File: src/rtl/fp_add_arbiter_if.sv
// fp_add_arbiter_if: requester-side and adder-side signals of the shared adder arbiter
interface fp_add_arbiter_if #(
  parameter int N_REQ = 4,
  parameter int W = 32
);
  logic [N_REQ-1:0] req, gnt, res_valid;
  logic [N_REQ*W-1:0] a_in, b_in;
  logic [W-1:0] res, add_a, add_b, add_ans;
  logic busy, add_start, add_done;
  modport master (
    input req, a_in, b_in, add_done, add_ans,
    output gnt, res, res_valid, busy, add_a, add_b, add_start
  );
  modport slave (
    output req, a_in, b_in, add_done, add_ans,
    input gnt, res, res_valid, busy, add_a, add_b, add_start
  );
endinterface

File: src/rtl/fp_add_arbiter.sv
// fp_add_arbiter: shares one adder among N_REQ requesters; define FP_ADD_ARB_RR_EN for round-robin, else fixed priority
module fp_add_arbiter #(
  parameter int N_REQ = 4,
  parameter int W = 32
) (
  input logic clk,
  input logic rst,
  fp_add_arbiter_if.master bus
);
  localparam int IW = $clog2(N_REQ);
  typedef enum logic [1:0] {IDLE, START, WAIT, RESP} state_t;
  state_t state, state_n;
  logic done_q, found, done_rise;
  logic [IW-1:0] win;
  logic [N_REQ-1:0] gnt_q;
  logic [W-1:0] a_sel, b_sel, add_a_q, add_b_q, res_q;
`ifdef FP_ADD_ARB_RR_EN
  logic [IW-1:0] ptr, idx;
  // first pending request at or above the pointer, wrapping around
  always_comb begin
    int j;
    j = 0;
    found = 1'b0;
    win = '0;
    for (int k = 0; k < N_REQ; k++) begin
      j = (int'(ptr) + k) % N_REQ;
      if (!found && bus.req[j]) begin
        found = 1'b1;
        win = IW'(j);
      end
    end
  end
  // remember the winner and advance the pointer past it once served
  always_ff @(posedge clk) begin
    if (rst) begin
      ptr <= '0;
      idx <= '0;
    end else begin
      if (state == IDLE && found) idx <= win;
      if (state == RESP) ptr <= (idx == IW'(N_REQ - 1)) ? '0 : idx + 1'b1;
    end
  end
`else
  // lowest pending index wins
  always_comb begin
    found = 1'b0;
    win = '0;
    for (int k = N_REQ - 1; k >= 0; k--) begin
      if (bus.req[k]) begin
        found = 1'b1;
        win = IW'(k);
      end
    end
  end
`endif
  // operand mux for the current winner
  always_comb begin
    a_sel = '0;
    b_sel = '0;
    for (int i = 0; i < N_REQ; i++) begin
      if (win == IW'(i)) begin
        a_sel = bus.a_in[i*W +: W];
        b_sel = bus.b_in[i*W +: W];
      end
    end
  end
  // a done level already high when WAIT starts is not an edge, so stale completions are ignored
  assign done_rise = bus.add_done && !done_q;
  // next-state logic
  always_comb begin
    state_n = state;
    state_n = (state == IDLE) ? (found ? START : IDLE) :
              (state == START) ? WAIT :
              (state == WAIT) ? (done_rise ? RESP : WAIT) : IDLE;
  end
  // state, grant, latched operands, done history and result
  always_ff @(posedge clk) begin
    if (rst) begin
      state <= IDLE;
      gnt_q <= '0;
      done_q <= 1'b0;
      add_a_q <= '0;
      add_b_q <= '0;
      res_q <= '0;
    end else begin
      state <= state_n;
      done_q <= bus.add_done;
      if (state == IDLE && found) begin
        gnt_q <= N_REQ'(1) << win;
        add_a_q <= a_sel;
        add_b_q <= b_sel;
      end else if (state == RESP) begin
        gnt_q <= '0;
      end
      if (state == WAIT && done_rise) res_q <= bus.add_ans;
    end
  end
  assign bus.gnt = gnt_q;
  assign bus.add_a = add_a_q;
  assign bus.add_b = add_b_q;
  assign bus.res = res_q;
  assign bus.add_start = state == START;
  assign bus.busy = state != IDLE;
  assign bus.res_valid = (state == RESP) ? gnt_q : '0;
endmodule
File: src/flat_wrapper.sv
// flat-port wrapper written by rule: the top's interface ports become plain ports
module fp_add_arbiter_flat 
#(
  parameter int N_REQ = 4,
  parameter int W = 32
)
  (clk, rst, bus_req, bus_a_in, bus_b_in, bus_add_done, bus_add_ans, bus_gnt, bus_res, bus_res_valid, bus_busy, bus_add_a, bus_add_b, bus_add_start);
  fp_add_arbiter_if #(.N_REQ(N_REQ), .W(W)) bus_i ();
  input logic clk;
  input logic rst;
  input wire logic [$bits(bus_i.req)-1:0] bus_req;
  input wire logic [$bits(bus_i.a_in)-1:0] bus_a_in;
  input wire logic [$bits(bus_i.b_in)-1:0] bus_b_in;
  input wire logic [$bits(bus_i.add_done)-1:0] bus_add_done;
  input wire logic [$bits(bus_i.add_ans)-1:0] bus_add_ans;
  output wire logic [$bits(bus_i.gnt)-1:0] bus_gnt;
  output wire logic [$bits(bus_i.res)-1:0] bus_res;
  output wire logic [$bits(bus_i.res_valid)-1:0] bus_res_valid;
  output wire logic [$bits(bus_i.busy)-1:0] bus_busy;
  output wire logic [$bits(bus_i.add_a)-1:0] bus_add_a;
  output wire logic [$bits(bus_i.add_b)-1:0] bus_add_b;
  output wire logic [$bits(bus_i.add_start)-1:0] bus_add_start;
  assign bus_i.req = bus_req;
  assign bus_i.a_in = bus_a_in;
  assign bus_i.b_in = bus_b_in;
  assign bus_i.add_done = bus_add_done;
  assign bus_i.add_ans = bus_add_ans;
  assign bus_gnt = bus_i.gnt;
  assign bus_res = bus_i.res;
  assign bus_res_valid = bus_i.res_valid;
  assign bus_busy = bus_i.busy;
  assign bus_add_a = bus_i.add_a;
  assign bus_add_b = bus_i.add_b;
  assign bus_add_start = bus_i.add_start;
  fp_add_arbiter #(.N_REQ(N_REQ), .W(W)) u_core (.clk(clk), .rst(rst), .bus(bus_i));
endmodule
File: config.mk
export PLATFORM = sky130hd
export DESIGN_NAME = fp_add_arbiter_flat
export DESIGN_NICKNAME = d
export VERILOG_FILES = /design/src/rtl/fp_add_arbiter_if.sv /design/src/rtl/fp_add_arbiter.sv /design/src/flat_wrapper.sv
export SDC_FILE = /design/constraint.sdc
export NUM_CORES = 1
export LEC_CHECK = 0
export ABC_CLOCK_PERIOD_IN_PS = 1800
export CAP_MARGIN = 10
export CORE_AREA = 10 10 147 149
export DETAILED_ROUTE_END_ITERATION = 16
export DIE_AREA = 0 0 157 159
export GPL_TIMING_DRIVEN = 0
export PLACE_DENSITY = 0.75
export SKIP_LAST_GASP = 1
export SYNTH_ARGS = -nofsm -noshare
export SYNTH_HDL_FRONTEND = slang
export SYNTH_SLANG_ARGS = --single-unit
File: constraint.sdc
create_clock -name clk -period 1.8 [get_ports clk]
set_input_delay 0.36 -clock clk [delete_from_list [all_inputs] [get_ports clk]]
set_output_delay 0.36 -clock clk [all_outputs]
set_load 0.01 [all_outputs]
Word level (Yosys, flattened, before mapping)
Cells that the tools add are included.

Flip-flop bits (word level): 103. Logic and storage cells: 45.

Eq/ne operators: 6. Shift operators: 1. Multiplexer cells: 24. Reductions and logical operators: 8.

Operators by type and width (count): 32-bit 2-to-1 mux (8); 2-bit 2-to-1 mux (7); 4-bit 2-to-1 mux (3); 2-bit equality test (second input constant) (4); 1-bit 2-to-1 mux (6); 2-bit by 1-bit equality test with 1-bit output (second input constant) (2); 2-bit logical NOT (2); 2-bit nonzero test (2); 1-bit by 2-bit left shift with 4-bit output (first input constant) (1); 1-bit logical AND (3); 1-bit logical NOT (1).

Depth between registers and ports, before layout
Gate-level depths: netlist (run 1).

Depth after elaboration: 9. Gate-level depth with buffers: 8.

Least setup slack after synthesis (run 1)
OpenSTA, ideal clock, no wires.

Path kind: register -> register. From: reg u_core.state[0]. To: reg u_core.add_b_q[17], in the netlist u_core.bus.add_b[17]. Setup time: 0.130 ns. Data arrival time: 1.501 ns. Data required time: 1.670 ns. Path slack: 0.168 ns. Stages on the path, launching flop included: 8. Path buffers: 3. Period minus slack after synthesis: 1.632 ns. Cells stage by stage: dfxtp_1 > inv_1 > ha_1 > clkbuf_1 > nand2b_1 > clkbuf_1 > clkbuf_1 > o31ai_1.

Word-level cells in the longest chain between the ends: 2.

Ends and longest elaborated chain: start, declared (line fp_add_arbiter.sv:12) `state_t state, state_n;`; start signal, assigned (line fp_add_arbiter.sv:86) `state <= state_n;`; 2-bit logical NOT (line fp_add_arbiter.sv:88) `if (state == IDLE && found) begin`; 1-bit logical AND (line fp_add_arbiter.sv:88); end signal, assigned (line fp_add_arbiter.sv:91) `add_b_q <= b_sel;`; end, declared (line fp_add_arbiter.sv:16) `logic [W-1:0] a_sel, b_sel, add_a_q, add_b_q, res_q;`.

Every way passes these cells. A chain may end at the register's enable or synchronous reset.

Worst setup path after layout (run 1)
From: in bus_req[0]. To: reg u_core.add_a_q[4], in the netlist u_core.bus.add_a[4].

Word-level cells in the longest chain between the ends: 6.

Ends and longest elaborated chain: start, declared (line flat_wrapper.sv:11) `input wire logic [$bits(bus_i.req)-1:0] bus_req;`; 2-bit 2-to-1 mux (line fp_add_arbiter.sv:49) `if (bus.req[k]) begin`; 2-bit logical NOT (line fp_add_arbiter.sv:61) `if (win == IW'(i)) begin`; 32-bit 2-to-1 mux (4 in series) (line fp_add_arbiter.sv:61); end signal, assigned (line fp_add_arbiter.sv:90) `add_a_q <= a_sel;`; end, declared (line fp_add_arbiter.sv:16).

Parallel ways exist; a longest one is shown, timed or not.

==> out/results.tsv, run 1 <==
stage	metric	value	unit
pwr	ir_worst_vdd	0.406	mV
route	vias	7198	
die	core_area	18600	um^2
sta	skew	11.7	ps
finish	drive_above_1_share	7.49	%
global_route	grt_start_max_net_pins	21	
clock_network	worstSkewPairLatency	360	ps
status	status	finished clean	
clock_network	root_buffer	clkbuf_16	
pwr	clock_power_share	30.6	%
clock_network	cts.clk_slew.worst_paths	90	ps
yosys	ys_ff_latch	103	
pwr	switching_share	30.4	%
yosys	syn_inst	702	
pwr	p_per_area	642	nW/um^2
global_route	track_usage	23.3	%
finish	nNetsFinal	1415	
pwr	p_int	4.65	mW
worst_setup_path	cp.arrival	2020	ps
worst_setup_path	critical_path.endpoint	u_core.bus.add_a[4]$_SDFFE_PP0P_	
sta	setup_viol	0	
global_route	antenna_found_initial	0	
job	maxCapViolCount	0	
finish	final_area	10400	um^2
yosys	syn_area_per_cell	8.12	um^2
die	io_pins	401	
worst_setup_path	cp.required	2080	ps
sta	timing.fmax	0.576	GHz
route	postRouteAntennaNets	0	
finish	fillers	1803	
place	routabilityCongestion	0.913	
clock_network	cts_tree	done	
yosys	ys_warn_count	0	
worst_setup_path	slowest_delay	510	ps
route	first_iter_violations	497	
sta	final_hold_viol_count	0	
yosys	yosysTopAreaCell	dfxtp_1	
place	dp.cells	1333	
pwr	seq_power_share	38.2	%
worst_setup_path	regToRegSetupSlack	120	ps
yosys	syn-num-nets	1001	
worst_setup_path	r2r-start	u_core.state[0]$_SDFF_PP0_	
finish	n_antenna_cell	0	
yosys	yosys-top-cells-area	dfxtp_1, a32oi_1, a211o_1	
die	die_y	159	um
die	design.die.area	25000	um^2
yosys	synth.cell_area	5700	um^2
sta	slew_headroom	49.3	%
clock_network	htree_levels	3	
die	rows	50	
finish	final_cells	1355	
sta	period_needed	1740	ps
pwr	comb_power_share	31.3	%
global_route	grt_pass1_wl	45.1	mm
route	wl	30.9	mm
die	initial_core_util	30.7	%
die	dieWidth	157	um
yosys	yosysSeqAreaShare	36.2	%
clock_network	numCtsBuffers	9	
place	dp_hpwl	24.3	mm
global_route	overflow	0	
pwr	p_sw	2.03	mW
route	avgViaCountPerCell	5.31	
route	remaining_drc_errors	0	
clock_network	cts_num_sinks	103	
worst_setup_path	crit_fanout	10	
sta	whs	454	ps
sta	final.period_utilization	96.5	%
sta	rsz0062_at_grt	no	
clock_network	clk_path_buf_depth	2	
place	port-buffer-count	397	
sta	worstMarginPinSlew	761	ps
sta	slew_violations	0	
route	drt_pass1_iterations	5	
finish	areaGrowthSynthToFinish	82.3	%
worst_setup_path	worstPathCellList	clkdlybuf4s50_1, inv_1, clkbuf_4, buf_2, a32oi_1, o31ai_1	
yosys	synth.distinct_cells	26	
yosys	post-synth-top-area-fraction	36.2	%
worst_setup_path	critPathKind	in -> reg	
pwr	static-leakage-power	3.83	nW
min_path	hp-class	reg -> reg	
global_route	grt_pass1_vias	7274	
worst_setup_path	worstSetupEndpointType	flip-flop	
worst_setup_path	cp-startpoint	bus_req[0]	
place	place_area	9970	um^2
route	wl_per_cell	22.8	um
worst_setup_path	cp-start-kind	input pin	
worst_setup_path	cpMaxStageDelayCell	clkdlybuf4s50_1	
worst_setup_path	reg2regPathDepth	5	
worst_setup_path	rr_endpoint	u_core.bus.add_b[15]$_SDFFE_PP0P_	
-- sequential cells by signal (all words and copies together), names as in the netlist --
register          count
u_core.bus.add_b     32
u_core.state          2
u_core.bus.gnt        4
u_core.bus.add_a     32
u_core.bus.res       32
u_core.done_q         1
-- cells in the mapped netlist --
cell,number
nand2_1,128
dfxtp_1,103
a21oi_1,97
a32oi_1,68
nand2b_1,65
a211o_1,64
o31ai_1,63
clkbuf_1,51
buf_2,22
buf_6,8
nor2_1,6
inv_1,5
and2_1,4
ha_1,4
buf_4,2
or3_1,2
and3b_1,1
nand3b_1,1
nor2_4,1
nor2b_1,1
nor2b_2,1
nor3b_1,1
o31ai_2,1
o31ai_4,1
o41a_1,1
o41ai_1,1
-- cell type report --
class,instances,area (um^2),share of cell area (%)
Timing Repair Buffer,405,4040,38.8
Clock inverter,7,77.6,0.746
Clock buffer,9,225,2.17
Buffer,81,434,4.18
Inverter,5,18.8,0.181
Multi-Input combinational cell,511,3250,31.2
Tap cell,234,293,2.82
Sequential cell,103,2060,19.9
-- power by group through the flow --
| stage | Clock (mW) | Combinational, mW | Sequential (mW) |
|---|---|---|---|
| floorplan | 0 | 0.683 | 2.67 |
| global placement | 0 | 2.03 | 2.59 |
| detailed placement | 0 | 2.05 | 2.60 |
| CTS | 2.06 | 2.08 | 2.55 |
| global route | 2.15 | 2.22 | 2.57 |
| finish | 2.04 | 2.09 | 2.55 |
-- placed cells by master (no fill, tap or decap), types with 5 or more instances in the layout --
cell	n
clkbuf_16	9
nor2_1	6
a32oi_1	68
buf_2	20
clkbuf_1	31
buf_6	8
clkbuf_2	15
buf_4	10
clkdlybuf4s50_1	390
dlygate4sd2_1	7
nand2b_1	64
inv_1	5
o31ai_1	63
a211o_1	64
nand2_1	128
a21oi_1	96
dfxtp_1	101
-- worst min path at each step --
| stage | endpoint | depth (start not counted) | slack (ps) | from |
|---|---|---|---|---|
| finish | u_core.bus.add_a[3]$_SDFFE_PP0P_ | 2 | 450 | u_core.bus.add_a[3]$_SDFFE_PP0P_ |
| global route | u_core.bus.add_a[28]$_SDFFE_PP0P_ | 2 | 470 | u_core.bus.add_a[28]$_SDFFE_PP0P_ |
| CTS | u_core.bus.add_a[3]$_SDFFE_PP0P_ | 2 | 460 | u_core.bus.add_a[3]$_SDFFE_PP0P_ |
| detailed placement | u_core.bus.add_b[11]$_SDFFE_PP0P_ | 2 | 440 | u_core.bus.add_b[11]$_SDFFE_PP0P_ |
| global placement | u_core.bus.add_a[25]$_SDFFE_PP0P_ | 2 | 430 | u_core.bus.add_a[25]$_SDFFE_PP0P_ |
| floorplan | u_core.bus.add_b[27]$_SDFFE_PP0P_ | 2 | 480 | u_core.bus.add_b[27]$_SDFFE_PP0P_ |
-- critical path: cells and delay by family --
kind	cells	cell delay (ps)
AOI/OAI and AO/OA	2	420
buffers and inverters	4	1230
-- cells by family after synthesis --
kind of cell    Yosys count  share of synthesized area, %
compound gates          296                          38.0
fa+ha+maj                 4                         0.878
buf+inv                  88                          7.46
flops                   103                          36.2
simple gates            211                          17.5
-- metrics by stage --
stage	worst slack [ps]	util, %	total power, mW	setup TNS [ps]
floorplan	168	-	3.35	0
global placement	-651	53.7	4.62	-41290
detailed placement	-709	53.7	4.64	-45560
CTS	26.4	55.7	6.69	0
global route	1.78	56.0	6.95	0
finish	63.4	56.0	6.68	0
-- layer usage --
metal | vias up | share of wire [%] | global-route usage, %
li1 | 3446 | - | -
met4 | 0 | 3.1 | 9.06
met2 | 307 | 49 | 39.1
met3 | 52 | 8.2 | 6.10
met5 | - | 0 | 0
met1 | 3393 | 40 | 27.5
-- repair_timing --
action	4_1_cts	5_1_grt
setup buffers	6	2
endpoints found under the setup margin	70	70
resized for setup	23	28
pin swaps	2	1
hold buffers	0	0
Power figures use the tool's default switching activity.
==> run 2, diff against run 1 <==
- CAP_MARGIN: 10 -> not set
- CTS_BUF_LIST: not set -> sky130_fd_sc_hd__clkbuf_2 sky130_fd_sc_hd__clkbuf_4 sky130_fd_sc_hd__clkbuf_8
==> out/results.tsv, run 2 (same netlist as run 1, synthesis figures left out) <==
stage	metric	value	unit
finish	drive_above_1_share	7.41	%
finish	fillers	1808	
global_route	track_usage	23.3	%
global_route	grt_pass1_vias	7278	
sta	setup_viol	0	
sta	skew	19.8	ps
sta	worstMarginPinSlew	771	ps
worst_setup_path	critical_path.top_delay_family	flip-flops	
route	postRouteAntennaNets	0	
clock_network	root_buffer	clkbuf_8	
clock_network	htree_levels	3	
place	dp_hpwl	24.3	mm
finish	layout_commonest_cell	clkdlybuf4s50_1	
place	routabilityCongestion	0.913	
clock_network	clk_path_buf_depth	2	
clock_network	worstSkewPairLatency	400	ps
worst_setup_path	cp.arrival	1400	ps
die	dieWidth	157	um
route	first_iter_violations	439	
worst_setup_path	cp-start-kind	flip-flop	
place	dp.cells	1333	
pwr	p_per_area	601	nW/um^2
die	rows	50	
route	drt_pass1_iterations	5	
die	design.die.area	25000	um^2
sta	slew_violations	0	
pwr	ir_worst_vdd	0.471	mV
sta	final.period_utilization	97.6	%
route	remaining_drc_errors	0	
clock_network	cts_tree	done	
status	status	finished clean	
global_route	grt_pass1_wl	44.9	mm
global_route	grt_start_max_net_pins	21	
route	avgViaCountPerCell	5.33	
min_path	worstHoldEndpoint	u_core.bus.add_a[3]$_SDFFE_PP0P_	
finish	nNetsFinal	1414	
worst_setup_path	r2r-start	u_core.state[1]$_SDFF_PP0_	
sta	period_needed	1760	ps
finish	areaGrowthSynthToFinish	80.4	%
min_path	hold_depth	2	
global_route	overflow	0	
finish	n_antenna_cell	0	
min_path	worstHoldStart	u_core.bus.add_a[3]$_SDFFE_PP0P_	
job	maxCapViolCount	0	
finish	multi_input_area	3250	um^2
die	core_area	18600	um^2
worst_setup_path	cp.required	1440	ps
sta	timing.fmax	0.569	GHz
sta	whs	459	ps
worst_setup_path	slowest_delay	380	ps
worst_setup_path	worstSetupEndpointType	output port	
sta	slew_headroom	48.6	%
place	port-buffer-count	397	
worst_setup_path	crit_fanout	6	
clock_network	cts_num_sinks	103	
route	vias	7222	
worst_setup_path	reg2regPathDepth	5	
finish	seq_area	2070	um^2
clock_network	numCtsBuffers	9	
finish	final_cells	1354	
worst_setup_path	worstPathCellList	ha_4, and2_1, dlygate4sd2_1	
route	wl_per_cell	22.7	um
clock_network	hold_buffers	0	
global_route	antenna_found_initial	0	
pwr	static-leakage-power	3.77	nW
worst_setup_path	regToRegSetupSlack	160	ps
sta	final_hold_viol_count	0	
route	wl	30.8	mm
die	initial_core_util	30.7	%
worst_setup_path	critPathKind	reg -> out	
sta	rsz0062_at_grt	yes	
worst_setup_path	crit_buf_inv	1	
clock_network	cts.clk_slew.worst_paths	120	ps
worst_setup_path	cpMaxStageDelayCell	dfxtp_4	
die	die_y	159	um
die	io_pins	401	
finish	mostFrequentLayoutCells	clkdlybuf4s50_1, nand2_1, dfxtp_1, a21oi_1, a32oi_1	
min_path	hp-class	reg -> reg	
worst_setup_path	rr_endpoint	u_core.bus.add_b[15]$_SDFFE_PP0P_	
run 2: worst max-delay path by stage:
stage	startpoint	to	slack (ps)	cells past startpoint
after floorplan	u_core.state[0]$_SDFF_PP0_	u_core.bus.add_b[17]$_SDFFE_PP0P_	170	7
after global placement	bus_req[3]	u_core.bus.add_a[10]$_SDFFE_PP0P_	-650	5
after detailed placement	bus_req[3]	u_core.bus.add_b[10]$_SDFFE_PP0P_	-710	5
after CTS	u_core.state[0]$_SDFF_PP0_	bus_busy	-30	4
after global routing	u_core.state[0]$_SDFF_PP0_	bus_res_valid[3]	-2	3
final	u_core.state[0]$_SDFF_PP0_	bus_res_valid[1]	40	3
run 2: where the power goes:
| part | switching [mW] | leakage (nW) | total [mW] | internal, mW |
|---|---|---|---|---|
| logic | 0.879 | 2.83 | 2.08 | 1.20 |
| clock network | 1.00 | 0.0979 | 1.55 | 0.550 |
| registers | 0.0941 | 0.846 | 2.55 | 2.46 |
| total | 1.97 | 3.77 | 6.18 | 4.21 |
run 2: what timing repair did:
| item | CTS | global route |
|---|---|---|
| pin swaps | 2 | 1 |
| setup buffers | 6 | 1 |
| gates resized for setup | 20 | 32 |
| cloned | 0 | 0 |
| endpoints found under the setup margin | 70 | 90 |
run 2: layout make-up:
type	instances	share of cell area [%]
buffer	81	4.16
clock buffer	9	1.20
clock inverter	7	0.754
inverter	5	0.182
multi-input combinational	511	31.6
sequential	103	20.1
tap	234	2.85
timing repair buffer	404	39.2
run 2: metal layers:
metal  track usage (%)  share of wire, %
met1              27.2                39
met2              38.8                49
met3              6.37               8.5
met4              10.0               3.5
met5                 0                 0
run 2: worst min-delay path: cells and delay by family, from the launching register on:
kind             cells  cell delay (ps)
AND/OR/NAND/NOR      1               50
AO/OA/AOI/OAI        1               50
flip-flops           1              330
run 2: metrics by stage:
stage               setup WS [ps]  area, um^2  setup TNS (ps)  power [mW]  util [%]
global route                -2.41       10300           -3.41        6.45      55.4
floorplan                     168        5700               0        3.35         -
finish                       42.6       10300               0        6.18      55.4
CTS                         -32.3       10300           -32.3        6.19      55.2
detailed placement           -709        9970          -45560        4.64      53.7
global placement             -651        9970          -41290        4.62      53.7
